--- config.mk ---
export PLATFORM = sky130hd
export DESIGN_NAME = lcd_mode_sequencer_flat
export DESIGN_NICKNAME = d
export VERILOG_FILES = /design/src/rtl/lcd_mode_sequencer_if.sv /design/src/rtl/lcd_mode_sequencer.sv /design/src/flat_wrapper.sv
export SDC_FILE = /design/constraint.sdc
export NUM_CORES = 1
export LEC_CHECK = 0
export BUFFER_PORTS_ARGS = -buffer_cell sky130_fd_sc_hd__buf_4
export CORE_UTILIZATION = 50
export CTS_CLUSTER_DIAMETER = 30
export DETAILED_ROUTE_END_ITERATION = 8
export GPL_TIMING_DRIVEN = 0
export HOLD_SLACK_MARGIN = 0.1
export PLACE_DENSITY = 0.73
export SLEW_MARGIN = 40
export SYNTH_ARGS = -nofsm -noshare
export SYNTH_HDL_FRONTEND = slang
export SYNTH_SLANG_ARGS = --single-unit
--- constraint.sdc ---
create_clock -name clk_i -period 2.9 [get_ports clk_i]
set_input_delay 0.58 -clock clk_i [delete_from_list [all_inputs] [get_ports clk_i]]
set_output_delay 0.58 -clock clk_i [all_outputs]
set_load 0.005 [all_outputs]
--- src/rtl/lcd_mode_sequencer_if.sv ---
// Register-side bus of the LCD mode sequencer: LCDC/LYC/STAT-enable inputs in,
// timing state, renderer strobe, interrupt pulses and CPU access grants out.
interface lcd_mode_sequencer_if;
    logic       lcd_enable;
    logic [7:0] lyc;
    logic [3:0] stat_ie;
    logic [1:0] mode;
    logic [7:0] ly;
    logic [8:0] dot;
    logic       lyc_match;
    logic       drawline;
    logic       vblank_irq;
    logic       stat_irq;
    logic       cpu_vram_ok;
    logic       cpu_oam_ok;

    modport master (
        output lcd_enable, lyc, stat_ie,
        input  mode, ly, dot, lyc_match, drawline, vblank_irq, stat_irq,
               cpu_vram_ok, cpu_oam_ok
    );

    modport slave (
        input  lcd_enable, lyc, stat_ie,
        output mode, ly, dot, lyc_match, drawline, vblank_irq, stat_irq,
               cpu_vram_ok, cpu_oam_ok
    );
endinterface

--- src/rtl/lcd_mode_sequencer.sv ---
// Dot-level LCD timing: mode 2/3/0/1 sequencing, drawline strobe, VBLANK/STAT pulses.
// Define ACCESS_LOCK_EN to gate CPU VRAM/OAM grants by mode; otherwise both stay 1.
module lcd_mode_sequencer #(
    parameter int DOTS_PER_LINE = 456,
    parameter int OAM_DOTS      = 80,
    parameter int XFER_DOTS     = 172,
    parameter int VISIBLE_LINES = 144,
    parameter int TOTAL_LINES   = 154
) (
    input  logic                  clk_i,
    input  logic                  reset_i,
    lcd_mode_sequencer_if.slave   bus
);
    typedef enum logic [1:0] {
        MODE_HBLANK = 2'd0,
        MODE_VBLANK = 2'd1,
        MODE_OAM    = 2'd2,
        MODE_XFER   = 2'd3
    } mode_e;

    typedef enum logic {ST_OFF, ST_RUN} state_e;

    localparam logic [8:0] DOT_LAST = 9'(DOTS_PER_LINE - 1);
    localparam logic [8:0] OAM_END  = 9'(OAM_DOTS);
    localparam logic [8:0] XFER_END = 9'(OAM_DOTS + XFER_DOTS);
    localparam logic [7:0] LY_VIS   = 8'(VISIBLE_LINES);
    localparam logic [7:0] LY_LAST  = 8'(TOTAL_LINES - 1);

    state_e     state_q;
    mode_e      mode_q, mode_d;
    logic [7:0] ly_q, ly_d;
    logic [8:0] dot_q, dot_d;
    logic       lyc_match_q, lyc_match_d;
    logic       drawline_q, drawline_d;
    logic       vblank_q, vblank_d;
    logic       stat_line_q, stat_line_d;
    logic       stat_irq_q;

    // Next position: a leaving-OFF edge lands on line 0 dot 0, otherwise advance one dot.
    always_comb begin
        dot_d = '0;
        ly_d  = '0;
        if (state_q == ST_RUN) begin
            if (dot_q == DOT_LAST) begin
                dot_d = '0;
                ly_d  = (ly_q == LY_LAST) ? 8'd0 : ly_q + 8'd1;
            end else begin
                dot_d = dot_q + 9'd1;
                ly_d  = ly_q;
            end
        end
    end

    // Everything below is derived from the next position so outputs stay coherent.
    always_comb begin
        mode_d = MODE_HBLANK;
        if (ly_d >= LY_VIS)         mode_d = MODE_VBLANK;
        else if (dot_d < OAM_END)   mode_d = MODE_OAM;
        else if (dot_d < XFER_END)  mode_d = MODE_XFER;
        else                        mode_d = MODE_HBLANK;

        lyc_match_d = (ly_d == bus.lyc);
        drawline_d  = (ly_d < LY_VIS) && (dot_d == OAM_END);
        vblank_d    = (ly_d == LY_VIS) && (dot_d == 9'd0);
        stat_line_d = (bus.stat_ie[0] && mode_d == MODE_HBLANK) |
                      (bus.stat_ie[1] && mode_d == MODE_VBLANK) |
                      (bus.stat_ie[2] && mode_d == MODE_OAM)    |
                      (bus.stat_ie[3] && lyc_match_d);
    end

`ifdef ACCESS_LOCK_EN
    logic vram_ok_q, oam_ok_q;
    assign bus.cpu_vram_ok = vram_ok_q;
    assign bus.cpu_oam_ok  = oam_ok_q;
`else
    assign bus.cpu_vram_ok = 1'b1;
    assign bus.cpu_oam_ok  = 1'b1;
`endif

    always_ff @(posedge clk_i) begin
        if (reset_i || !bus.lcd_enable) begin
            state_q     <= ST_OFF;
            mode_q      <= MODE_HBLANK;
            ly_q        <= '0;
            dot_q       <= '0;
            lyc_match_q <= 1'b0;
            drawline_q  <= 1'b0;
            vblank_q    <= 1'b0;
            stat_line_q <= 1'b0;
            stat_irq_q  <= 1'b0;
`ifdef ACCESS_LOCK_EN
            vram_ok_q   <= 1'b1;
            oam_ok_q    <= 1'b1;
`endif
        end else begin
            state_q     <= ST_RUN;
            mode_q      <= mode_d;
            ly_q        <= ly_d;
            dot_q       <= dot_d;
            lyc_match_q <= lyc_match_d;
            drawline_q  <= drawline_d;
            vblank_q    <= vblank_d;
            stat_line_q <= stat_line_d;
            // A source taking over while the line is already high gives no pulse.
            stat_irq_q  <= stat_line_d & ~stat_line_q;
`ifdef ACCESS_LOCK_EN
            vram_ok_q   <= (mode_d != MODE_XFER);
            oam_ok_q    <= (mode_d != MODE_XFER) && (mode_d != MODE_OAM);
`endif
        end
    end

    assign bus.mode       = mode_q;
    assign bus.ly         = ly_q;
    assign bus.dot        = dot_q;
    assign bus.lyc_match  = lyc_match_q;
    assign bus.drawline   = drawline_q;
    assign bus.vblank_irq = vblank_q;
    assign bus.stat_irq   = stat_irq_q;
endmodule

--- src/flat_wrapper.sv ---
// flat-port wrapper written by rule: the top's interface ports become plain ports
module lcd_mode_sequencer_flat 
#(
    parameter int DOTS_PER_LINE = 456,
    parameter int OAM_DOTS      = 80,
    parameter int XFER_DOTS     = 172,
    parameter int VISIBLE_LINES = 144,
    parameter int TOTAL_LINES   = 154
)
  (clk_i, reset_i, bus_lcd_enable, bus_lyc, bus_stat_ie, bus_mode, bus_ly, bus_dot, bus_lyc_match, bus_drawline, bus_vblank_irq, bus_stat_irq, bus_cpu_vram_ok, bus_cpu_oam_ok);
  lcd_mode_sequencer_if bus_i ();
  input  logic clk_i;
  input  logic reset_i;
  input wire logic [$bits(bus_i.lcd_enable)-1:0] bus_lcd_enable;
  input wire logic [$bits(bus_i.lyc)-1:0] bus_lyc;
  input wire logic [$bits(bus_i.stat_ie)-1:0] bus_stat_ie;
  output wire logic [$bits(bus_i.mode)-1:0] bus_mode;
  output wire logic [$bits(bus_i.ly)-1:0] bus_ly;
  output wire logic [$bits(bus_i.dot)-1:0] bus_dot;
  output wire logic [$bits(bus_i.lyc_match)-1:0] bus_lyc_match;
  output wire logic [$bits(bus_i.drawline)-1:0] bus_drawline;
  output wire logic [$bits(bus_i.vblank_irq)-1:0] bus_vblank_irq;
  output wire logic [$bits(bus_i.stat_irq)-1:0] bus_stat_irq;
  output wire logic [$bits(bus_i.cpu_vram_ok)-1:0] bus_cpu_vram_ok;
  output wire logic [$bits(bus_i.cpu_oam_ok)-1:0] bus_cpu_oam_ok;
  assign bus_i.lcd_enable = bus_lcd_enable;
  assign bus_i.lyc = bus_lyc;
  assign bus_i.stat_ie = bus_stat_ie;
  assign bus_mode = bus_i.mode;
  assign bus_ly = bus_i.ly;
  assign bus_dot = bus_i.dot;
  assign bus_lyc_match = bus_i.lyc_match;
  assign bus_drawline = bus_i.drawline;
  assign bus_vblank_irq = bus_i.vblank_irq;
  assign bus_stat_irq = bus_i.stat_irq;
  assign bus_cpu_vram_ok = bus_i.cpu_vram_ok;
  assign bus_cpu_oam_ok = bus_i.cpu_oam_ok;
  lcd_mode_sequencer #(.DOTS_PER_LINE(DOTS_PER_LINE), .OAM_DOTS(OAM_DOTS), .XFER_DOTS(XFER_DOTS), .VISIBLE_LINES(VISIBLE_LINES), .TOTAL_LINES(TOTAL_LINES)) u_core (.clk_i(clk_i), .reset_i(reset_i), .bus(bus_i));
endmodule
## After elaboration in Yosys (flattened, before gate mapping)

Cells that the tools add are included.

| storage, ports and cells | value |
|---|---|
| logic and storage cells | 46 |
| flip-flop bits (word level) | 25 |
| input port bits | 15 |
| output and inout bits | 25 |

| cells by class | value |
|---|---|
| equality and inequality tests | 7 |
| multiplexer cells | 9 |
| add/sub/neg operators | 2 |
| reduce and logical (&&, ||, !) cells | 10 |
| $lt $le $gt $ge | 4 |
| bitwise operators | 5 |

Operator list:

| operator | number |
|---|---|
| 2-to-1 mux 8 bit | 3 |
| 2-to-1 mux 9 bit | 2 |
| equality test 8 bit, second input constant | 2 |
| adder 9 x 1 -> 9 bit, second input constant | 1 |
| equality test 9 x 7 -> 1 bit, second input constant | 1 |
| equality test 9 bit, second input constant | 1 |
| logical NOT 9 bit | 1 |
| less-than comparator 9 x 7 -> 1 bit, second input constant | 1 |
| less-than comparator 9 x 8 -> 1 bit, second input constant | 1 |
| adder 8 x 1 -> 8 bit, second input constant | 1 |
| equality test 8 bit | 1 |
| greater-or-equal comparator 8 bit, second input constant | 1 |
| less-than comparator 8 bit, second input constant | 1 |
| logical AND 1 bit | 6 |
| 2-to-1 mux 2 bit | 3 |
| OR 1 bit | 3 |
| equality test 2 x 1 -> 1 bit, second input constant | 1 |
| equality test 2 bit, second input constant | 1 |
| logical NOT 2 bit | 1 |
| AND 1 bit | 1 |
| logical NOT 1 bit | 1 |
| logical OR 1 bit | 1 |
| 2-to-1 mux 1 bit | 1 |
| NOT 1 bit | 1 |

## Longest topological paths before layout

| logic depth | value |
|---|---|
| depth in word-level cells | 13 |
| depth in mapped cells | 9 |
| mapped depth without buffers | 9 |

## Worst setup path before layout

OpenSTA, ideal clock, no wires.

| timing path | value |
|---|---|
| kind | reg-to-reg |
| start | reg u_core.ly_q[0], in the netlist u_core.bus.ly[0] |
| end | reg u_core.stat_irq_q, in the netlist u_core.bus.stat_irq |
| cell stages (with the launch flop) | 9 |
| required time | 2.812 ns |
| setup time | 0.088 ns |
| buffers on the path | 0 |
| arrival time | 2.589 ns |
| clock period less this slack | 2.677 ns |
| setup slack | 0.223 ns |
| path through | dfxtp_1 ha_1 or4b_2 nor2_1 a21boi_0 or3_1 a2111oi_0 nand4_1 o32ai_2 |

| on the way | value |
|---|---|
| longest elaborated chain between the ends | 12 |
| elaborated cells between the ends (all ways) | 19 |

Ends and longest elaborated chain:

| element | RTL line | source |
|---|---|---|
| start: declaration | lcd_mode_sequencer.sv:31 | `logic [7:0] ly_q, ly_d;` |
| start signal: assignment | lcd_mode_sequencer.sv:98 | `ly_q <= ly_d;` |
| adder 8 x 1 -> 8 bit / equality test 8 bit (equally long branches) | lcd_mode_sequencer.sv:46 | `ly_d = (ly_q == LY_LAST) ? 8'd0 : ly_q + 8'd1;` |
| 2-to-1 mux 8 bit | lcd_mode_sequencer.sv:46 |  |
| 2-to-1 mux 8 bit * | lcd_mode_sequencer.sv:44 | `if (dot_q == DOT_LAST) begin` |
| 2-to-1 mux 8 bit * | lcd_mode_sequencer.sv:43 | `if (state_q == ST_RUN) begin` |
| greater-or-equal comparator 8 bit | lcd_mode_sequencer.sv:57 | `if (ly_d >= LY_VIS) mode_d = MODE_VBLANK;` |
| 2-to-1 mux 2 bit | lcd_mode_sequencer.sv:57 |  |
| equality test 2 x 1 -> 1 bit / logical NOT 2 bit (equally long branches) | lcd_mode_sequencer.sv:66, lcd_mode_sequencer.sv:65 |  |
| logical AND 1 bit (on tied branches) | lcd_mode_sequencer.sv:66, lcd_mode_sequencer.sv:65 |  |
| OR 1 bit | lcd_mode_sequencer.sv:65 | `stat_line_d = (bus.stat_ie[0] && mode_d == MODE_HBLANK) \|` |
| OR 1 bit | lcd_mode_sequencer.sv:66 | `(bus.stat_ie[1] && mode_d == MODE_VBLANK) \|` |
| OR 1 bit * | lcd_mode_sequencer.sv:67 | `(bus.stat_ie[2] && mode_d == MODE_OAM) \|` |
| AND 1 bit * | lcd_mode_sequencer.sv:105 | `stat_irq_q <= stat_line_d & ~stat_line_q;` |
| end signal: assignment | lcd_mode_sequencer.sv:105 |  |
| end: declaration | lcd_mode_sequencer.sv:37 | `logic stat_irq_q;` |

Mark *: on every way between the ends. The rest lies on a longest branch, timed or not.
A chain may end at the register's enable or synchronous reset.

## Worst setup path in the final report

| timing path | value |
|---|---|
| start | reg u_core.dot_q[4], in the netlist u_core.bus.dot[4] |
| end | reg u_core.stat_line_q |

| on the way | value |
|---|---|
| longest elaborated chain between the ends | 12 |
| elaborated cells between the ends (all ways) | 23 |

Ends and longest elaborated chain:

| element | RTL line | source |
|---|---|---|
| start: declaration | lcd_mode_sequencer.sv:32 | `logic [8:0] dot_q, dot_d;` |
| start signal: assignment | lcd_mode_sequencer.sv:99 | `dot_q <= dot_d;` |
| adder 9 x 1 -> 9 bit / equality test 9 bit (equally long branches) | lcd_mode_sequencer.sv:48, lcd_mode_sequencer.sv:44 |  |
| 2-to-1 mux 9 bit | lcd_mode_sequencer.sv:44 |  |
| 2-to-1 mux 9 bit | lcd_mode_sequencer.sv:43 |  |
| less-than comparator 9 x 8 -> 1 bit | lcd_mode_sequencer.sv:59 | `else if (dot_d < XFER_END) mode_d = MODE_XFER;` |
| 2-to-1 mux 2 bit | lcd_mode_sequencer.sv:59 |  |
| 2-to-1 mux 2 bit | lcd_mode_sequencer.sv:58 | `else if (dot_d < OAM_END) mode_d = MODE_OAM;` |
| 2-to-1 mux 2 bit | lcd_mode_sequencer.sv:57 |  |
| equality test 2 x 1 -> 1 bit / logical NOT 2 bit (equally long branches) | lcd_mode_sequencer.sv:66, lcd_mode_sequencer.sv:65 |  |
| logical AND 1 bit (on tied branches) | lcd_mode_sequencer.sv:66, lcd_mode_sequencer.sv:65 |  |
| OR 1 bit | lcd_mode_sequencer.sv:65 |  |
| OR 1 bit | lcd_mode_sequencer.sv:66 |  |
| OR 1 bit * | lcd_mode_sequencer.sv:67 |  |
| end signal: assignment | lcd_mode_sequencer.sv:103 | `stat_line_q <= stat_line_d;` |
| end: declaration | lcd_mode_sequencer.sv:36 | `logic stat_line_q, stat_line_d;` |

Marked as above.

==> impl_metrics.env <==
export IMPL_antenna_found_initial=0
export IMPL_fin_worst_skew_ps=13.2
export IMPL_tns_ps=0
export IMPL_post_synthesis_share_of_cell_area_spent_on_full_adders_half_adders_and_majority_gates_pct=2.26
export IMPL_ant_nets=0
export IMPL_cap_violations=0
export IMPL_finish_net_count=268
export IMPL_clock_root_buffer="clkbuf_4"
export IMPL_first_pass_grt_wire_length_um=7250
export IMPL_h_tree_depth=1
export IMPL_drive_gt1_share_pct=27.7
export IMPL_synth_top_family_by_area="simple AND/OR/NAND/NOR gates"
export IMPL_synth_compound_gate_area_share_pct=22.6
export IMPL_dpl_hpwl_um=3410
export IMPL_outcome="complete, no violations"
export IMPL_hp_class="reg2reg"
export IMPL_critPathLaunchType="flip-flop"
export IMPL_period_minus_slack_ps=2790
export IMPL_rows=20
export IMPL_wl_um=4440
export IMPL_grt_start_max_net_pins=14
export IMPL_die_area_mm2=0.00355
export IMPL_first_iter_violations=145
export IMPL_yosys_cell_types_count=56
export IMPL_synth_cells=206
export IMPL_async_reset_ff_share_pct=0
export IMPL_finalMaxSlewViolations=0
export IMPL_routedWlPerCell_um=15.1
export IMPL_flow_area_growth_from_synthesis_pct=26.5
export IMPL_timing_critical_path_fanout_max=9
export IMPL_timing_setup_critical_path_class="reg2reg"
export IMPL_pin_count=40
export IMPL_finish_utilization_pct=67.6
export IMPL_ctsHoldBuffers=0
export IMPL_initial_core_util_pct=53.5
export IMPL_via_count_of_the_first_global_routing_pass=1589
export IMPL_clock_insertion_delay_worst_skew_ps=340
export IMPL_critPathRequiredTime_ps=3160
export IMPL_synth_area_per_cell_um2=8.05
export IMPL_max_vdd_ir_drop_v=0.000237
export IMPL_synthMuxAreaShare_pct=2.56
export IMPL_yosys_area_share_simple_pct=31.6
export IMPL_grt_total_usage_pct=26.9
export IMPL_setup_violations=0
export IMPL_mostFrequentLayoutCells="41 x buf_4, 24 x dfxtp_1, 23 x nor2_1"
export IMPL_layout_cells_most_common="buf_4"
export IMPL_routabilityCongestion=0.892
export IMPL_post_layout_total_power_uw=574
export IMPL_drt_pre_antenna_iters=4
export IMPL_yosys_warnings=0
export IMPL_cts_root_to_sink_buffers=2
export IMPL_ys_ff_latch=25
export IMPL_power_leakage_nw=0.796
export IMPL_synthFlopType="dfxtp_1"
export IMPL_final_clock_period_utilization_by_the_worst_path_pct=96.1
export IMPL_die_y_um=59.6
export IMPL_xor_xnor_fraction_of_synth_area_pct=5.28
export IMPL_crit_end_element="flip-flop"
export IMPL_post_synth_edffs=0
export IMPL_netlist_area_mm2=0.00166
export IMPL_cts_sink_count=25
export IMPL_cts_buffers_inserted=3
export IMPL_synth_seq_area_share_pct=30.2
export IMPL_finalHoldViolCount=0
export IMPL_floorplan_core_area_mm2=0.00310
export IMPL_post_drt_via_cell_ratio=5.97
export IMPL_cts_clk_slew_worst_paths_ps=150
export IMPL_dieWidth_um=59.6
export IMPL_fmax_mhz=359
export IMPL_via_count=1749
export IMPL_port_buf_inserts=37
export IMPL_diodes=0
export IMPL_worst_ep_arrival_time_ps=3050
export IMPL_post_route_drc_count=0
export IMPL_tritoncts="yes"
export IMPL_grt_remaining_overflow=0
export IMPL_power_density_mw_per_mm2=274
power by group:
group,switching (mW),internal (mW)
clock network,0.116,0.0541
registers,0.00390,0.346
logic,0.0256,0.0295
total,0.145,0.429
layout make-up:
cell class              instances  area, µm²
fillers                       272       1000
inverters                       7       26.3
repair buffers                 39        293
flip-flops and latches         25        504
plain buffers                   9       57.6
clock buffers                   4       26.3
well taps                      44       55.1
multi-input cells             165       1140
metal layers:
metal | track usage [%] | wire length, µm | up-vias
met5 | 0 | 0 | -
li1 | - | - | 841
met2 | 43.7 | 2050 | 61
met4 | 5.98 | 39 | 0
met1 | 38.3 | 2060 | 839
met3 | 3.06 | 286 | 8
path summary, 6_finish.rpt:
check | depth (start not counted) | slack [ps] | start | end
worst min register to register | 1 | 490 | u_core.stat_line_q | u_core.bus.stat_irq
worst max register to register | 9 | 110 | u_core.bus.dot[4] | u_core.stat_line_q
worst min-delay path | 1 | 490 | u_core.stat_line_q | u_core.bus.stat_irq
worst max-delay path | 9 | 110 | u_core.bus.dot[4] | u_core.stat_line_q
registers in the layout, summed over array words and instances, names as in the netlist:
signal and flops:
u_core.bus.dot 9, u_core.bus.ly 8, u_core.bus.mode 2, u_core.bus.drawline 1
u_core.bus.lyc_match 1, u_core.bus.stat_irq 1, u_core.bus.vblank_irq 1, u_core.stat_line_q 1
u_core.state_q 1
synth_stat cells (all sizes together) (2+ instances only):
| cell | number | area (µm²) |
|---|---|---|
| mux2i | 2 | 20.0 |
| ha | 3 | 37.5 |
| o311ai | 2 | 17.5 |
| o21a | 2 | 15.0 |
| xor2 | 4 | 35.0 |
| nor2b | 4 | 25.0 |
| nand2 | 14 | 60.1 |
| and3 | 2 | 12.5 |
| or4b | 2 | 23.8 |
| o31ai | 2 | 15.0 |
| and4 | 2 | 17.5 |
| clkbuf | 4 | 15.0 |
| a2111oi | 2 | 17.5 |
| a31oi | 3 | 18.8 |
| inv | 7 | 26.3 |
| mux2 | 2 | 22.5 |
| or4 | 2 | 18.8 |
| nor2 | 25 | 93.8 |
| nand2b | 3 | 18.8 |
| buf | 6 | 46.3 |
| dfxtp | 25 | 500 |
| and2 | 3 | 18.8 |
| nand4 | 7 | 43.8 |
| nor3b | 2 | 15.0 |
| nand3 | 14 | 75.1 |
| or3 | 4 | 25.0 |
| nand4b | 2 | 17.5 |
| o21ai | 15 | 75.1 |
| a21oi | 9 | 45.0 |
| o22ai | 2 | 12.5 |
| xnor2 | 6 | 52.6 |
| nor3 | 7 | 35.0 |
repair_timing:
action	4_1_cts	5_1_grt
setup buffers	1	1
pin swaps	3	2
gates resized for setup	6	10
endpoints found under the setup margin	3	4
kinds of logic (layout without fill, tap and decap cells):
family,after synthesis,in the layout
other,1,2
buffers and inverters,17,59
multiplexers,4,4
AO/OA/AOI/OAI,50,50
adder cells (fa/ha/maj),3,3
XOR/XNOR,10,10
AND/OR/NAND/NOR,96,96
flip-flops,25,25
through the flow:
| step | std cells | hold WS (ps) | setup WS [ps] | cell area [µm²] |
|---|---|---|---|---|
| 3_3_place_gp | 288 | 477 | -57.9 | 2000 |
| 6_report | 293 | 494 | 114 | 2100 |
| 5_1_grt | 293 | 516 | -23.0 | 2100 |
| 3_5_place_dp | 288 | 481 | -206 | 2000 |
| 4_1_cts | 293 | 500 | 12.0 | 2050 |
| 2_1_floorplan | 207 | 461 | 223 | 1660 |
critical path, cell delays in order (launching register included):
cell and delay [ps]:
dfxtp_1 340, buf_2 170, or4b_4 520, buf_6 160, o41ai_4 520, nor3_1 90
o21ba_2 220, a2111oi_2 250, nand4_1 250, o22ai_1 180
Note: power is estimated with default switching activity, not from simulation.
